$ cat config.mk
export PLATFORM = sky130hd
export DESIGN_NAME = icache_block_fill_responder
export DESIGN_NICKNAME = d
export VERILOG_FILES = /design/src/rtl/icache_block_fill_responder.sv
export SDC_FILE = /design/constraint.sdc
export NUM_CORES = 1
export LEC_CHECK = 0
export BUFFER_PORTS_ARGS = -buffer_cell sky130_fd_sc_hd__buf_2
export CORE_AREA = 2 2 239 241
export DETAILED_ROUTE_END_ITERATION = 12
export DIE_AREA = 0 0 241 243
export PLACE_DENSITY = 0.67
export SLEW_MARGIN = 5
export SYNTH_ARGS = -nofsm -noshare
export SYNTH_HDL_FRONTEND = slang
export SYNTH_SLANG_ARGS = --single-unit
$ cat constraint.sdc
create_clock -name CLK_I -period 18.93 [get_ports CLK_I]
set_input_delay 2.8395 -clock CLK_I [delete_from_list [all_inputs] [get_ports CLK_I]]
set_output_delay 2.8395 -clock CLK_I [all_outputs]
set_load 0.01 [all_outputs]
$ cat src/rtl/icache_block_fill_responder.sv
// Instruction-cache block-fill responder: gathers one cache line from word-wide
// memory with sequential Wishbone-classic reads and returns it as one wide block.
module icache_block_fill_responder #(
  parameter  int L2_BLOCK_SIZE = 6,
  parameter  int L2_ADDR_SIZE  = 5,
  parameter  int L2_DATA_SIZE  = 2,
  localparam int AW            = 1 << L2_ADDR_SIZE,
  localparam int W             = 1 << (L2_DATA_SIZE + 3),
  localparam int BW            = 1 << (L2_BLOCK_SIZE + 3)
) (
  input  logic          CLK_I,
  input  logic          RST_I,
  input  logic          CYC_I,
  input  logic          STB_I,
  input  logic [AW-1:0] ADR_I,
  output logic [BW-1:0] DAT_O,
  output logic          ACK_O,
  output logic          mem_CYC_O,
  output logic          mem_STB_O,
  output logic [AW-1:0] mem_ADR_O,
  input  logic [W-1:0]  mem_DAT_I,
  input  logic          mem_ACK_I
);

  localparam int NB = L2_BLOCK_SIZE - L2_DATA_SIZE;
  localparam int N  = 1 << NB;
  localparam int CW = (NB < 1) ? 1 : NB;
  localparam logic [CW-1:0] LAST     = CW'(N - 1);
  localparam logic [AW-1:0] BLK_MASK = ~AW'((1 << L2_BLOCK_SIZE) - 1);

  typedef enum logic [1:0] {IDLE, FETCH, RESP} state_t;

  state_t                 state_q, state_d;
  logic [CW-1:0]          cnt_q;
  logic [CW-1:0]          cnt_inc;
  logic [AW-1:0]          base_q;
  logic [AW-1:0]          adr_q;
  logic [N-1:0][W-1:0]    dat_q;
  logic                   req;
  logic                   last_beat;

  assign req       = CYC_I && STB_I;
  assign cnt_inc   = cnt_q + CW'(1);
  assign last_beat = (cnt_q == LAST);

  always_ff @(posedge CLK_I or posedge RST_I) begin
    if (RST_I) state_q <= IDLE;
    else       state_q <= state_d;
  end

  always_comb begin
    state_d = state_q;
    case (state_q)
      IDLE:    if (req) state_d = FETCH;
      FETCH: begin
        // Dropping CYC_I wins over a final-beat acknowledge: no block is returned.
        if (!CYC_I)                       state_d = IDLE;
        else if (mem_ACK_I && last_beat)  state_d = RESP;
      end
      RESP:    state_d = IDLE;
      default: state_d = IDLE;
    endcase
  end

  // Base has zero offset bits, so OR-ing the word offset never carries into the tag.
  always_ff @(posedge CLK_I or posedge RST_I) begin
    if (RST_I) begin
      cnt_q  <= '0;
      base_q <= '0;
      adr_q  <= '0;
      dat_q  <= '0;
    end else begin
      case (state_q)
        IDLE: begin
          if (req) begin
            base_q <= ADR_I & BLK_MASK;
            adr_q  <= ADR_I & BLK_MASK;
            cnt_q  <= '0;
          end
        end
        FETCH: begin
          if (mem_ACK_I) dat_q[cnt_q] <= mem_DAT_I;
          if (!CYC_I) begin
            cnt_q <= '0;
          end else if (mem_ACK_I && !last_beat) begin
            cnt_q <= cnt_inc;
            adr_q <= base_q | (AW'(cnt_inc) << L2_DATA_SIZE);
          end
        end
        default: ;
      endcase
    end
  end

  assign DAT_O     = dat_q;
  assign ACK_O     = (state_q == RESP);
  assign mem_CYC_O = (state_q == FETCH);
  assign mem_STB_O = (state_q == FETCH);
  assign mem_ADR_O = adr_q;

endmodule

# == Yosys cells after proc, flatten, opt, wreduce, memory -nomap -nowiden ==
# Index checks and enable logic that the tools add are counted.
# totals
reg_bits,576
elab_cells,59
# op_classes
n_addsub,1
n_lt_le_gt_ge,2
n_eq_ne,8
mux,15
bitwise,1
reduce_logical,12
# op_table
cell,n
$bwmux W512,1
$demux W32 S4,1
$mux W32,4
$pmux W32 S2,1
$or A32 B6 Y32,1
$mux W4,3
$pmux W4 S2,1
$mux W2,3
$ne A3 B2 Y1 const B,2
$reduce_and A2 Y1,3
$lt A4 B5 Y1 const B,1
$add A4 B1 Y4 const B,1
$eq A4 B4 Y1 const B,1
$ge A4 B1 Y1 const B,1
$logic_and A1 B1 Y1,4
$ne A2 B2 Y1 const B,2
$pmux W2 S2,1
$reduce_and A4 Y1,1
$reduce_and A3 Y1,1
$eq A2 B1 Y1 const B,1
$eq A2 B2 Y1 const B,1
$logic_not A2 Y1,1
$ne A2 B1 Y1 const B,1
$reduce_bool A2 Y1,1
$logic_not A1 Y1,1

# == Depth between registers and ports, before layout ==
# Gate-level depths: netlist of the first run.
# depth
word_depth,6
depth_mapped,8
depth_no_buf,5

# == Least setup slack after synthesis of the first run ==
# OpenSTA, ideal clock, no wires.
# synth_path
path_kind,input to register
from,input CYC_I
to,"register adr_q[10], in the netlist mem_ADR_O[10]"
arrival_time_ps,3950
required_time_ps,18797
setup_slack_ps,14847
cell_stages,7
n_path_buf,4
cell_sequence,clkbuf_2 -> nor4bb_1 -> buf_2 -> a41oi_1 -> buf_2 -> clkbuf_1 -> o21ai_0
# synth_between
elab_chain_cells,3
elab_cells_between_ends,4
cone_classes,2 x eq/ne; 2 x reduce/logical
# synth_rtl
element,line,text
start: declaration,13,"input logic CYC_I,"
$logic_and A1 B1 Y1,42,assign req = CYC_I && STB_I;
$ne A2 B2 Y1 (no line),--,
$reduce_and A4 Y1 (no line) *,--,
end signal: assignment,77,adr_q <= ADR_I & BLK_MASK;
end signal: assignment,87,adr_q <= base_q | (AW'(cnt_inc) << L2_DATA_SIZE);
end: declaration,37,logic [AW-1:0] adr_q;
# Mark *: on every way between the ends. The rest lies on a longest branch, timed or not.
# A chain may end at the register's enable or synchronous reset.

==> summary.md, run 1 <==
| Metric | Value |
|---|---|
| Primary FF master, synth | `dfrtp_1` |
| Final hold viol count | `0` |
| Wire length per cell | `23.2 um` |
| Crit path launch | `RST_I` |
| Share of layout cells above drive strength 1 | `54.7%` |
| Tot GR Track Use | `22.0%` |
| Crit-path max FO | `133` |
| Crit-path slowest cell | `buf_4` |
| Sw Ratio | `25.4%` |
| Row cnt | `87` |
| Clock-pin slew on the worst setup and hold paths | `0.06 ns` |
| DRC | `0` |
| Number of global-route vias before repair | `14800` |
| Setup violators final | `0` |
| Starting Density | `39.1%` |
| Vias | `14100` |
| Htree depth | `2` |
| Most frequent cell after synthesis | `dfrtp_1` |
| Synth Instances | `1411` |
| Peak supply drop | `0.0892 mV` |
| Register area share after synthesis | `65.7%` |
| Vias per inst | `5.00` |
| Maxcap violations | `0` |
| Bufs and invs on worst path | `5` |
| Clock Tree Buf Depth | `3` |
| Hold Buf Count CTS | `0` |
| Post-synth cell types | `36` |
| Area occupied by multi-input gates | `7070 um2` |
| Total Nets Final | `2075` |
| Layout area overhead | `26.6%` |
| DR pass1 iterations | `5` |
| Ys async rst share | `100%` |
| RePlAce Congestion | `0.817` |
| Largest net degree at the start of global routing | `134` |
| IO Count | `616` |
| CP endpoint kind | `asynchronous set/reset pin` |
| Critical path's most frequent cell | `buf_4` |
| Largest stage delay on the critical path | `0.92 ns` |
| Root Driver | `clkbuf_16` |
| CTS tree | `done` |
| Cts repair resizes | `0` |
| RR Startpoint | `state_q[1]$_DFFE_PP0P_` |
| Fin Hold WS | `0.471 ns` |
| CP Class | `in2async` |
| Syn avg cell area | `15.5 um2` |
| Final setup TNS | `0 ns` |
| RSZ-0062 raised after global routing | `no` |
| Crit start category | `input pin` |
| Comb pwr share | `12.2%` |
| Later-pin clock latency in the skew report | `0.61 ns` |
| Floorplan core area | `56000 um2` |
| Yosys warnings | `0` |
| Cell taking the most area after synthesis | `dfrtp_1` |
| #FFs+latches synth | `574` |
| Tcrit/Tclk final | `30.3%` |
| Worst hold start | `base_q[20]$_DFFE_PP0P_` |
| Sequential power share | `46.8%` |
| Internal power | `2220 uW` |
| GRT overflow | `0` |
| Seq. cell area | `14400 um2` |
| Commonest cells in the netlist | `574 x dfrtp_1, 369 x mux2_2, 144 x mux2_1` |
| Half-perimeter wire length after placement | `44600 um` |
| Delay-heaviest family, CP | `buffers and inverters` |
| Slew Viols, Final | `0` |
| Die width | `241 um` |
| Yosys top cell area share | `65.7%` |
| Status | `finished clean` |
| CTS buffer count | `58` |
| First-pass GRT wire length | `96100 um` |
| Post-layout util | `49.5%` |
| Clock share of power | `41.0%` |
| Number of DRC markers in iteration 0 | `660` |
| Fmax | `174 MHz` |
| Slew HR | `26.9%` |
| CP Cell Sequence | `buf_2 -> inv_8 -> buf_4 -> buf_4 -> buf_4` |
| Slew @ Worst Pin | `1.10 ns` |
| Critical Path AT | `6.35 ns` |
| Setup repair bufs after CTS | `0` |
| Hold Crit Class | `reg2reg` |
| Post-Syn Area | `21900 um2` |
| Initial antenna violation count | `4` |
| Port bufs | `607` |
| Die area | `58600 um2` |
| CTS sink count | `574` |
| EDFF count, synth | `0` |
| ANT nets after route | `0` |
| Max Clock Skew | `0.0125 ns` |
| Synth area leaders | `dfrtp_1 66%, mux2_2 19%, mux2_1 7.4%` |
| Die Y | `243 um` |
| CP required | `19.54 ns` |
| P_leak | `0.0157 uW` |
| Minimum clock period | `5.74 ns` |
| Drt total wl | `65300 um` |
| Net Switching | `758 uW` |
| Number of fillers in the final layout | `4949` |
| PwrDens | `108 nW/um2` |
## cell type report
cell class / instances / share of cell area [%]
clock inverters: 33 / 1.54
well taps: 756 / 3.41
diodes: 3 / 0.0271
inverters: 4 / 0.0813
repair buffers: 633 / 11.7
clock buffers: 77 / 5.89
flip-flops and latches: 574 / 51.9
multi-input cells: 731 / 25.5
## logic make-up (layout without fill, tap and decap cells)
family,count (synthesis),after routing,share of synthesized area (%)
flops,574,574,65.7
mux,539,539,27.6
simple gates,147,147,2.96
buf+inv,107,747,2.52
compound gates,37,37,0.949
fa+ha+maj,4,4,0.229
xor+xnor,2,2,0.0801
other cells,1,5,0.0171
## path summary, 6_finish.rpt
check,end,cells past startpoint,slack [ns]
max in group CLK_I,mem_CYC_O,3,13.62
worst max-delay path,DAT_O[298]$_DFFE_PP0P_,5,13.19
min in group asynchronous,DAT_O[219]$_DFFE_PP0P_,2,2.43
worst max register to register,DAT_O[1]$_DFFE_PP0P_,5,15.31
worst min-delay path,base_q[20]$_DFFE_PP0P_,2,0.47
worst min register to register,base_q[20]$_DFFE_PP0P_,2,0.47
## registers in the layout, indices dropped and copies added, names as in the netlist
register,cells
cnt_q,4
base_q,26
mem_ADR_O,30
state_q,2
DAT_O,512
## through the flow
step           worst slack, ns  total power (uW)  cell area [um2]  instances
2_1_floorplan           0.0328              1600            21900       1412
3_3_place_gp             12.48              1770            25600       2698
3_5_place_dp             12.37              1780            25600       2698
4_1_cts                  13.02              3010            27700       2808
5_1_grt                  12.61              3100            27700       2810
6_report                 13.19              2980            27700       2811
## tightest hold or removal path: cells and delay by family (launching register included)
kind / cells / cell delay, ns
DFF: 1 / 0.34
and+or+nand+nor: 2 / 0.10
## placed cells by master (no fill, tap or decap), drive strengths merged, types with 2 or more instances in the layout
cell,netlist,layout
xnor2,2,2
bufinv,0,9
a21o,2,2
o21ai,28,28
nand3,9,9
mux2i,26,26
clkinvlp,0,4
ha,4,4
nand2,109,109
clkbuf,39,77
buf,64,633
dfrtp,574,574
nand4,6,6
conb,1,2
nor2,14,14
inv,4,6
clkinv,0,18
a22o,2,2
mux2,513,513
diode,0,3
nand2b,3,3
## per-layer routing
metal	vias to the layer above	GRT usage [%]	part of all wire [%]
li1	6094	-	-
met4	0	8.33	3.5
met5	-	0	0
met3	131	5.98	7.2
met1	7345	26.9	40
met2	488	36.8	49
## power by group through the flow
stage               registers [uW]  clock network (uW)  logic [uW]
floorplan                     1460                   0         141
global placement              1410                   0         361
detailed placement            1420                   0         366
CTS                           1390                1250         368
global route                  1410                1290         393
finish                        1400                1220         362
Note: power is estimated with default switching activity, not from simulation.
==> run 2: changes to the inputs <==
==> constraint.sdc (replaced) <==
create_clock -name CLK_I -period 4.7 [get_ports CLK_I]
set_input_delay 0.705 -clock CLK_I [delete_from_list [all_inputs] [get_ports CLK_I]]
set_output_delay 0.705 -clock CLK_I [all_outputs]
set_load 0.01 [all_outputs]
==> run 2 against run 1 <==
Register-to-register slack lost 13 ns. Global-route usage is 0.27 points higher. Core utilization is 0.29 points higher. Sequential power increased to 4.0 times the previous value. Power rose to 4.0 times the previous value. Final cell count rose by 0.11%. Critical path depth rose by 1. Non-clock buffer count grew 7. Via count shrank 0.25%. Setup slack lost 11 ns. Critical endpoint is now DAT_O[454]$_DFFE_PP0P_.
==> summary.md, run 2 (synthesis results as in run 1) <==
| Metric | Value |
|---|---|
| Initial antenna violation count | `4 (unchanged)` |
| Slew HR | `32.9% (+6.0 points)` |
| Most common cell after layout, fill and taps aside | `buf_2` |
| P_leak | `0.0158 uW (+0.36%)` |
| Clock Tree Buf Depth | `3 (unchanged)` |
| Die area | `58600 um2 (unchanged)` |
| Die width | `241 um (unchanged)` |
| Row cnt | `87 (unchanged)` |
| Number of fillers in the final layout | `4918 (-0.63%)` |
| Clock share of power | `41.0% (about the same)` |
| Total power | `12000 uW (+300%)` |
| CP required | `5.20 ns (-14.34 ns)` |
| Half-perimeter wire length after placement | `45800 um (+2.9%)` |
| Net Switching | `3030 uW (+300%)` |
| Setup violators final | `0 (unchanged)` |
| Minimum clock period | `2.72 ns` |
| Hold Buf Count CTS | `0 (unchanged)` |
| Die Y | `243 um (unchanged)` |
| Vias | `14000 (-0.25%)` |
| GRT overflow | `0 (unchanged)` |
| DR pass1 iterations | `5 (unchanged)` |
| ANT nets after route | `0 (unchanged)` |
| IO Count | `616 (unchanged)` |
| Critical Path AT | `3.22 ns (-3.13 ns)` |
| Layout area overhead | `27.3%` |
| Number of DRC markers in iteration 0 | `644 (-2.4%)` |
| Share of layout cells above drive strength 1 | `54.7% (-0.058 points)` |
| Root Driver | `clkbuf_16` |
| Port bufs | `607 (unchanged)` |
| Largest register FFs | `512 (unchanged)` |
| Internal power | `8980 uW (+300%)` |
| Cts repair resizes | `0 (unchanged)` |
| Htree depth | `2 (unchanged)` |
| Clock-pin slew on the worst setup and hold paths | `0.07 ns (about the same)` |
| Sw Ratio | `25.3% (-0.17 points)` |
| Sequential power share | `46.8% (about the same)` |
| Floorplan core area | `56000 um2 (unchanged)` |
| Max Clock Skew | `0.0228 ns (+0.0103 ns)` |
| Later-pin clock latency in the skew report | `0.62 ns (about the same)` |
| CTS buffer count | `58 (unchanged)` |
| RSZ-0062 raised after global routing | `no` |
| CP Class | `reg2reg` |
| Largest net degree at the start of global routing | `138 (+3.0%)` |
| Tot GR Track Use | `22.2% (+0.27 points)` |
| Crit-path max FO | `22 (-83%)` |
| Vias per inst | `4.98 (-0.36%)` |
| CTS sink count | `574 (unchanged)` |
| Total Nets Final | `2082 (+0.34%)` |
| CTS tree | `done` |
| CP endpoint kind | `register` |
| Fmax | `368 MHz` |
| Status | `finished clean` |
| PwrDens | `431 nW/um2 (+300%)` |
| First-pass GRT wire length | `96900 um (+0.83%)` |
| Slew @ Worst Pin | `1.00 ns (-0.0934 ns)` |
| Hold Crit Class | `in2async` |
| Starting Density | `39.1% (unchanged)` |
| Tcrit/Tclk final | `57.9%` |
| RePlAce Congestion | `0.865 (+5.9%)` |
| Maxcap violations | `0 (unchanged)` |
| Wire length per cell | `23.4 um (+0.54%)` |
| Number of global-route vias before repair | `14900 (+0.72%)` |
| Drt total wl | `65700 um (+0.65%)` |
| Crit start category | `register` |
| Comb pwr share | `12.2% (about the same)` |
| DRC | `0 (unchanged)` |
| Final hold viol count | `0 (unchanged)` |
| Setup repair bufs after CTS | `0 (unchanged)` |
| Peak supply drop | `0.356 mV (+300%)` |
| Slew Viols, Final | `0 (unchanged)` |
| Most frequent cells in the layout | `607 x buf_2, 574 x dfrtp_1, 369 x mux2_2` |
| Final setup TNS | `0 ns (unchanged)` |
## run 2: final timing paths
kind                                           start  cells past startpoint  slack [ns]                   endpoint
setup / recovery              state_q[1]$_DFFE_PP0P_                      6        1.98     DAT_O[454]$_DFFE_PP0P_
hold / removal                                 RST_I                      2        0.27  mem_ADR_O[24]$_DFFE_PP0P_
setup reg to reg              state_q[1]$_DFFE_PP0P_                      6        1.98     DAT_O[454]$_DFFE_PP0P_
hold reg to reg            mem_ADR_O[22]$_DFFE_PP0P_                      2        0.48  mem_ADR_O[22]$_DFFE_PP0P_
max in group asynchronous                      RST_I                      3        3.19     DAT_O[175]$_DFFE_PP0P_
min in group CLK_I                         ADR_I[14]                      3        0.30     base_q[14]$_DFFE_PP0P_
## run 2: layout make-up
| type | count | area (um2) | share of cell area [%] |
|---|---|---|---|
| Antenna cell | 2 | 5.00 | 0.0180 |
| Timing Repair Buffer | 640 | 3410 | 12.2 |
| Sequential cell | 574 | 14400 | 51.6 |
| Tap cell | 756 | 946 | 3.40 |
| Clock inverter | 29 | 432 | 1.55 |
| Clock buffer | 78 | 1620 | 5.80 |
| Inverter | 4 | 18.8 | 0.0674 |
| Multi-Input combinational cell | 731 | 7070 | 25.4 |
## run 2: metal layers
metal  vias up  track usage (%)  part of all wire (%)  wire [um]
li1       6113                -                     -          -
met4         0             7.33                   3.0       2000
met5         -                0                     0          0
met3       112             5.91                   6.9       4550
met1      7334             27.4                    40      26500
met2       464             37.7                    50      32700
## run 2: per-stage QoR
step                      worst slack (ns)  std cells  hold slack, ns  utilization, %  area (um2)
after floorplan                      -3.82       1412           0.445               -       21900
after global placement                1.88       2705           0.459            46.1       25800
after detailed placement              1.82       2705           0.461            46.1       25800
after CTS                             1.93       2812           0.268            49.8       27900
after global routing                  1.87       2813           0.288            49.8       27900
final                                 1.98       2814           0.273            49.8       27900
## run 2: power by group through the flow
stage | clock (uW) | sequential [uW] | combinational [uW]
floorplan | 0 | 5880 | 569
global placement | 0 | 5670 | 1460
detailed placement | 0 | 5700 | 1490
CTS | 5020 | 5620 | 1490
global route | 5220 | 5670 | 1590
finish | 4920 | 5620 | 1470
## run 2: critical path: stages (launching register included)
cell and delay [ns]:
dfrtp_1 0.42, nand2b_2 0.21, inv_2 0.25, nand3_1 0.33, nor2_4 0.47, buf_4 0.48, mux2_2 0.40
